## config.mk

```make
export PLATFORM = sky130hd
export DESIGN_NAME = dot_seq4
export DESIGN_NICKNAME = d
export VERILOG_FILES = /design/src/rtl/lstm_fixed_pkg.sv /design/src/rtl/dot_seq4.sv
export SDC_FILE = /design/constraint.sdc
export NUM_CORES = 1
export LEC_CHECK = 0
export BUFFER_PORTS_ARGS = -buffer_cell sky130_fd_sc_hd__buf_2
export CAP_MARGIN = 5
export CELL_PAD_IN_SITES_DETAIL_PLACEMENT = 1
export CELL_PAD_IN_SITES_GLOBAL_PLACEMENT = 2
export CORE_MARGIN = 2
export CORE_UTILIZATION = 25
export DETAILED_ROUTE_END_ITERATION = 12
export PLACE_DENSITY_LB_ADDON = 0.1
export SLEW_MARGIN = 10
export SYNTH_ARGS = -nofsm -noshare
export SYNTH_HDL_FRONTEND = slang
export SYNTH_SLANG_ARGS = --single-unit
```

## constraint.sdc

```tcl
create_clock -name i_clk -period 7.1 [get_ports i_clk]
set_input_delay 1.775 -clock i_clk [delete_from_list [all_inputs] [get_ports i_clk]]
set_output_delay 1.775 -clock i_clk [all_outputs]
set_load 0.02 [all_outputs]
```

## src/rtl/lstm_fixed_pkg.sv

```systemverilog
// Fixed-point definitions shared by the LSTM datapath: Q formats, 4-lane packing,
// dot-product sequencer states and the accumulator-to-lane saturating resize.
package lstm_fixed_pkg;

    localparam int unsigned DATA_WIDTH = 16;
    localparam int unsigned ACC_WIDTH  = 20;
    localparam int unsigned Q_VEC_FRAC = 12;  // Q4.12 vectors and results
    localparam int unsigned Q_WGT_FRAC = 14;  // Q2.14 weights

    typedef logic signed [DATA_WIDTH-1:0] lane_t;
    typedef lane_t [3:0] lane4_t;  // lane 0 in the least significant bits

    typedef enum logic [2:0] {
        StIdle,
        StFetch,
        StDrain,
        StOut,
        StDone
    } dot_state_e;

    // Clamp a Q8.12 accumulator into the Q4.12 lane range.
    function automatic logic [DATA_WIDTH-1:0] sat_resize(input logic [ACC_WIDTH-1:0] acc);
        logic [ACC_WIDTH-DATA_WIDTH:0] upper;
        upper = acc[ACC_WIDTH-1:DATA_WIDTH-1];
        if (upper == '0 || upper == '1) begin
            return acc[DATA_WIDTH-1:0];
        end
        return acc[ACC_WIDTH-1] ? {1'b1, {(DATA_WIDTH-1){1'b0}}}
                                : {1'b0, {(DATA_WIDTH-1){1'b1}}};
    endfunction

endpackage

```

## src/rtl/dot_seq4.sv

```systemverilog
// Dot-product sequencer driving an external 4-lane MAC; one Q4.12 result per row.
// Define DOT_SEQ_SAT_EN to saturate row results instead of wrapping them.
module dot_seq4
    import lstm_fixed_pkg::*;
#(
    parameter int unsigned GW = 8,
    parameter int unsigned RW = 8,
    parameter int unsigned AW = 12
) (
    input  logic                    i_clk,
    input  logic                    i_rst,
    input  logic                    i_start,
    input  logic [GW-1:0]           i_num_groups,
    input  logic [RW-1:0]           i_num_rows,
    output logic                    o_busy,
    output logic                    o_done,
    output logic                    o_w_en,
    output logic [AW-1:0]           o_w_addr,
    input  logic [4*DATA_WIDTH-1:0] i_w_rdata,
    output logic                    o_x_en,
    output logic [GW-1:0]           o_x_addr,
    input  logic [4*DATA_WIDTH-1:0] i_x_rdata,
    output logic [DATA_WIDTH-1:0]   o_mac_a0,
    output logic [DATA_WIDTH-1:0]   o_mac_a1,
    output logic [DATA_WIDTH-1:0]   o_mac_a2,
    output logic [DATA_WIDTH-1:0]   o_mac_a3,
    output logic [DATA_WIDTH-1:0]   o_mac_b0,
    output logic [DATA_WIDTH-1:0]   o_mac_b1,
    output logic [DATA_WIDTH-1:0]   o_mac_b2,
    output logic [DATA_WIDTH-1:0]   o_mac_b3,
    input  logic [DATA_WIDTH-1:0]   i_mac_result,
    output logic [DATA_WIDTH-1:0]   o_y_data,
    output logic [RW-1:0]           o_y_row,
    output logic                    o_y_valid,
    input  logic                    i_y_ready
);

    dot_state_e           r_state;
    logic [GW-1:0]        r_num_groups;
    logic [RW-1:0]        r_num_rows;
    logic [GW-1:0]        r_g;
    logic [RW-1:0]        r_row;
    logic [AW-1:0]        r_wptr;
    logic                 r_req;
    logic                 r_acc_vld;
    logic [ACC_WIDTH-1:0] r_acc;
    logic                 r_busy;
    logic                 r_done;
    logic [DATA_WIDTH-1:0] r_y_data;
    logic [RW-1:0]        r_y_row;
    logic                 r_y_valid;

    lane4_t               w_wlanes;
    lane4_t               w_xlanes;
    logic [ACC_WIDTH-1:0] w_mac_ext;
    logic [ACC_WIDTH-1:0] w_acc_sum;
    logic [ACC_WIDTH-1:0] w_acc_next;
    logic [DATA_WIDTH-1:0] w_y_reduced;

    assign w_wlanes = i_w_rdata;
    assign w_xlanes = i_x_rdata;

    assign w_mac_ext  = {{(ACC_WIDTH-DATA_WIDTH){i_mac_result[DATA_WIDTH-1]}}, i_mac_result};
    assign w_acc_sum  = r_acc + w_mac_ext;
    assign w_acc_next = r_acc_vld ? w_acc_sum : r_acc;

`ifdef DOT_SEQ_SAT_EN
    assign w_y_reduced = sat_resize(w_acc_next);
`else
    assign w_y_reduced = w_acc_next[DATA_WIDTH-1:0];
`endif

    // Lanes are only shown to the MAC while the memory data belongs to a live request.
    always_comb begin
        o_mac_a0 = '0;
        o_mac_a1 = '0;
        o_mac_a2 = '0;
        o_mac_a3 = '0;
        o_mac_b0 = '0;
        o_mac_b1 = '0;
        o_mac_b2 = '0;
        o_mac_b3 = '0;
        if (r_acc_vld) begin
            o_mac_a0 = w_wlanes[0];
            o_mac_a1 = w_wlanes[1];
            o_mac_a2 = w_wlanes[2];
            o_mac_a3 = w_wlanes[3];
            o_mac_b0 = w_xlanes[0];
            o_mac_b1 = w_xlanes[1];
            o_mac_b2 = w_xlanes[2];
            o_mac_b3 = w_xlanes[3];
        end
    end

    always_ff @(posedge i_clk) begin
        if (i_rst) begin
            r_state      <= StIdle;
            r_num_groups <= '0;
            r_num_rows   <= '0;
            r_g          <= '0;
            r_row        <= '0;
            r_wptr       <= '0;
            r_req        <= 1'b0;
            r_acc_vld    <= 1'b0;
            r_acc        <= '0;
            r_busy       <= 1'b0;
            r_done       <= 1'b0;
            r_y_data     <= '0;
            r_y_row      <= '0;
            r_y_valid    <= 1'b0;
        end else begin
            r_done    <= 1'b0;
            r_acc_vld <= r_req;
            if (r_acc_vld) begin
                r_acc <= w_acc_sum;
            end

            unique case (r_state)
                StIdle: begin
                    if (i_start) begin
                        r_num_groups <= i_num_groups;
                        r_num_rows   <= i_num_rows;
                        r_row        <= '0;
                        r_wptr       <= '0;
                        if (i_num_groups == '0 || i_num_rows == '0) begin
                            r_state <= StDone;
                            r_done  <= 1'b1;
                        end else begin
                            r_state <= StFetch;
                            r_busy  <= 1'b1;
                            r_acc   <= '0;
                            r_g     <= '0;
                            r_req   <= 1'b1;
                        end
                    end
                end

                StFetch: begin
                    // wptr keeps running across rows so it lands on the next row's base.
                    r_wptr <= r_wptr + AW'(1);
                    if (r_g == r_num_groups - GW'(1)) begin
                        r_state <= StDrain;
                        r_req   <= 1'b0;
                    end else begin
                        r_g <= r_g + GW'(1);
                    end
                end

                StDrain: begin
                    r_state   <= StOut;
                    r_y_valid <= 1'b1;
                    r_y_data  <= w_y_reduced;
                    r_y_row   <= r_row;
                end

                StOut: begin
                    if (i_y_ready) begin
                        r_y_valid <= 1'b0;
                        if (r_row == r_num_rows - RW'(1)) begin
                            r_state <= StDone;
                            r_busy  <= 1'b0;
                            r_done  <= 1'b1;
                        end else begin
                            r_row   <= r_row + RW'(1);
                            r_state <= StFetch;
                            r_acc   <= '0;
                            r_g     <= '0;
                            r_req   <= 1'b1;
                        end
                    end
                end

                StDone: begin
                    r_state <= StIdle;
                end

                default: begin
                    r_state <= StIdle;
                end
            endcase
        end
    end

    assign o_busy    = r_busy;
    assign o_done    = r_done;
    assign o_w_en    = r_req;
    assign o_x_en    = r_req;
    assign o_w_addr  = r_wptr;
    assign o_x_addr  = r_g;
    assign o_y_data  = r_y_data;
    assign o_y_row   = r_y_row;
    assign o_y_valid = r_y_valid;

endmodule

```

==> metrics <==
clk_lat worst skew 350 ps; Leak 3.93 nW; pre-CTS WS 2760 ps; placed cells 1379; postcts setup bufs 0; hold_sp o_y_row[2]$_SDFFE_PP0P_; post-synthesis cell area 5870 um^2; clock-pin slew on the worst setup and hold paths approximately 70 ps; Synth area leader dfxtp_1; critical path peak fanout 110; TNS Setup 0 ps; Worst Setup SP r_acc_vld$_SDFF_PP0_; Synth Instances roughly 760; Seq/Total Area, Yosys 31.4%; CTS tree built; Cell Rows 56; unrepaired setup endpoints after global routing no; most frequent cells in the layout buf_2 (340), and2_1 (131), dfxtp_1 (91); grt ovf 0; Final setup violation count 0; vias 6501; crit path DAT 2220 ps; period utilization between 50% and 60%; Distinct cells, synth 64; Cell Area, Placed a little under 8000 um^2; worst min path class reg2reg; die height 157 um; I/O Pins around 340; CP required 5330 ps; wirelength, routed 23000 um; Post-synth EDFFs 0; vias in the first global route approximately 6300; DIE AREA 24700 um^2; layout overhead on the synthesized area 38.9%; asr flop ratio synth 0%; worst slew pin tran roughly 920 ps; Fin Clk Skew 13.0 ps; Layout Cells excl Fill ~1400; drt initial violations 278; final net count 1256; Vias/cell 4.66; Mapped Avg Cell Area 7.69 um^2; Post-CTS Hold Buffers 0; Initial Util roughly 25%; HPWL after detailed placement 18100 um; Global Route Usage Sum 18.0%; filler instances 3013; share of cells above drive strength 1 35.1%; DR pass1 iterations 4; Setup WS post-layout approximately 3100 ps; Synth Flop Type dfxtp_1; CP endpoint kind output port; most common cell after layout, fill and taps aside buf_2; drt drc 0; Pwr Total 1.44 mW; crit path time final 3990 ps; largest net degree at the start of global routing 111; number of buffers added on ports 340; register bit total from synthesis about 90; Core ar. 23300 um^2; post-synth net total 948; routed length per instance 16.5 um; relative slew slack approximately 39%; Design Area, Final 8150 um^2; PD cells roughly 180 nW/um^2; Final Hold Viols 0; total CTS buffers 9; max_cap viols 0; critical path class reg2out; routability cong. about 0.74; Synth area leaders dfxtp_1 (31%), and2_1 (14%), a21oi_1 (6.0%), nand2_1 (5.4%), ha_1 (4.3%); Max Freq 250 MHz; die width 157 um; Multi-input gate area around 3800 um^2; antenna violations before repair 1; final antenna-violating net count 0; post_cts resized 0; post-synth top area share about a third; Reg area 1850 um^2; Worst Setup Start Kind flop; R2R Path Start r_num_rows[0]$_SDFFE_PP0P_; Synth Warn # 0; first-pass GRT wire length between 30000 and 40000 um; Final Max Tran Viols 0; maximum VDD drop 130 uV; clock root buffer clkbuf_16; clk sinks 92; H-tree depth 3; status finished, final reports clean; clk buf depth 2
cell families (layout without fill, tap and decap cells):
family	after synthesis	count (layout)	synth area share (%)
XOR/XNOR	30	30	4.48
AND/OR/NAND/NOR	371	371	34.0
other	0	1	0
multiplexers	13	13	2.26
AO/OA/AOI/OAI	173	173	19.0
flip-flops	92	92	31.4
buffers and inverters	63	376	4.31
adder cells (fa/ha/maj)	21	21	4.61
synth_stat cells (3+ instances only):
| cell type | instances |
|---|---|
| a211oi_1 | 15 |
| a31o_2 | 3 |
| nand4_1 | 8 |
| a21oi_1 | 70 |
| a22oi_1 | 3 |
| o2111ai_1 | 3 |
| clkbuf_1 | 40 |
| buf_2 | 4 |
| o211ai_1 | 3 |
| dfxtp_1 | 92 |
| or3_1 | 13 |
| and3_1 | 8 |
| mux2i_1 | 11 |
| inv_1 | 15 |
| a31oi_1 | 6 |
| nor2_1 | 57 |
| or2_2 | 4 |
| xnor2_1 | 19 |
| nand2_1 | 84 |
| o311ai_0 | 3 |
| nor3_1 | 9 |
| o21ai_0 | 27 |
| o31ai_1 | 4 |
| and2_1 | 131 |
| nand3b_1 | 5 |
| a21o_1 | 11 |
| nor4_1 | 6 |
| o21bai_1 | 4 |
| ha_1 | 20 |
| nand3_1 | 22 |
| or4_1 | 3 |
| nand2b_1 | 4 |
| xor2_1 | 11 |
| nand4b_1 | 4 |
report_power, final:
group / switching [mW] / internal, mW / total (mW) / leakage (nW)
combinational: 0.199 / 0.138 / 0.337 / 3.03
clock: 0.225 / 0.312 / 0.537 / 0.154
sequential: 0.0306 / 0.531 / 0.562 / 0.746
total: 0.455 / 0.981 / 1.44 / 3.93
cell type report:
cell class / count / share of cell area (%)
Clock buffer: 10 / 2.81
Clock inverter: 6 / 1.15
Sequential cell: 92 / 22.6
Timing Repair Buffer: 345 / 21.3
Antenna cell: 1 / 0.0307
Tap cell: 319 / 4.90
Inverter: 15 / 0.691
Multi-Input combinational cell: 608 / 46.4
critical path, stage by stage (launching register included):
cell	delay (ps)
dfxtp_4	860
buf_4	550
and2_1	200
buf_2	170
layer usage:
layer	track usage, %	up-vias	wire, um
li1	-	3278	-
met1	21.0	3048	9660
met2	33.5	163	11900
met3	3.58	12	1260
met4	4.20	0	206
met5	0	-	0
worst paths after layout:
| path | end | slack [ps] | cells past startpoint |
|---|---|---|---|
| worst max register to register | o_x_addr[3]$_SDFFE_PP0P_ | 3810 | 9 |
| worst min-delay path | o_y_row[2]$_SDFFE_PP0P_ | 450 | 2 |
| worst max-delay path | o_mac_b3[0] | 3110 | 3 |
| worst min register to register | o_y_row[2]$_SDFFE_PP0P_ | 450 | 2 |
sequential cells by signal (all words and copies together) (netlist names):
| register | count |
|---|---|
| o_busy | 1 |
| o_done | 1 |
| o_w_addr | 12 |
| o_w_en | 1 |
| o_x_addr | 8 |
| o_y_data | 16 |
| o_y_row | 8 |
| o_y_valid | 1 |
| r_acc | 16 |
| r_acc_vld | 1 |
| r_num_groups | 8 |
| r_num_rows | 8 |
| r_row | 8 |
| r_state | 3 |
stage by stage:
stage	util (%)	hold WS (ps)
detailed placement	33.6	448
global route	35.0	488
floorplan	-	448
CTS	35.0	458
global placement	33.6	443
finish	35.0	453
(Power assumes the default switching activity.)
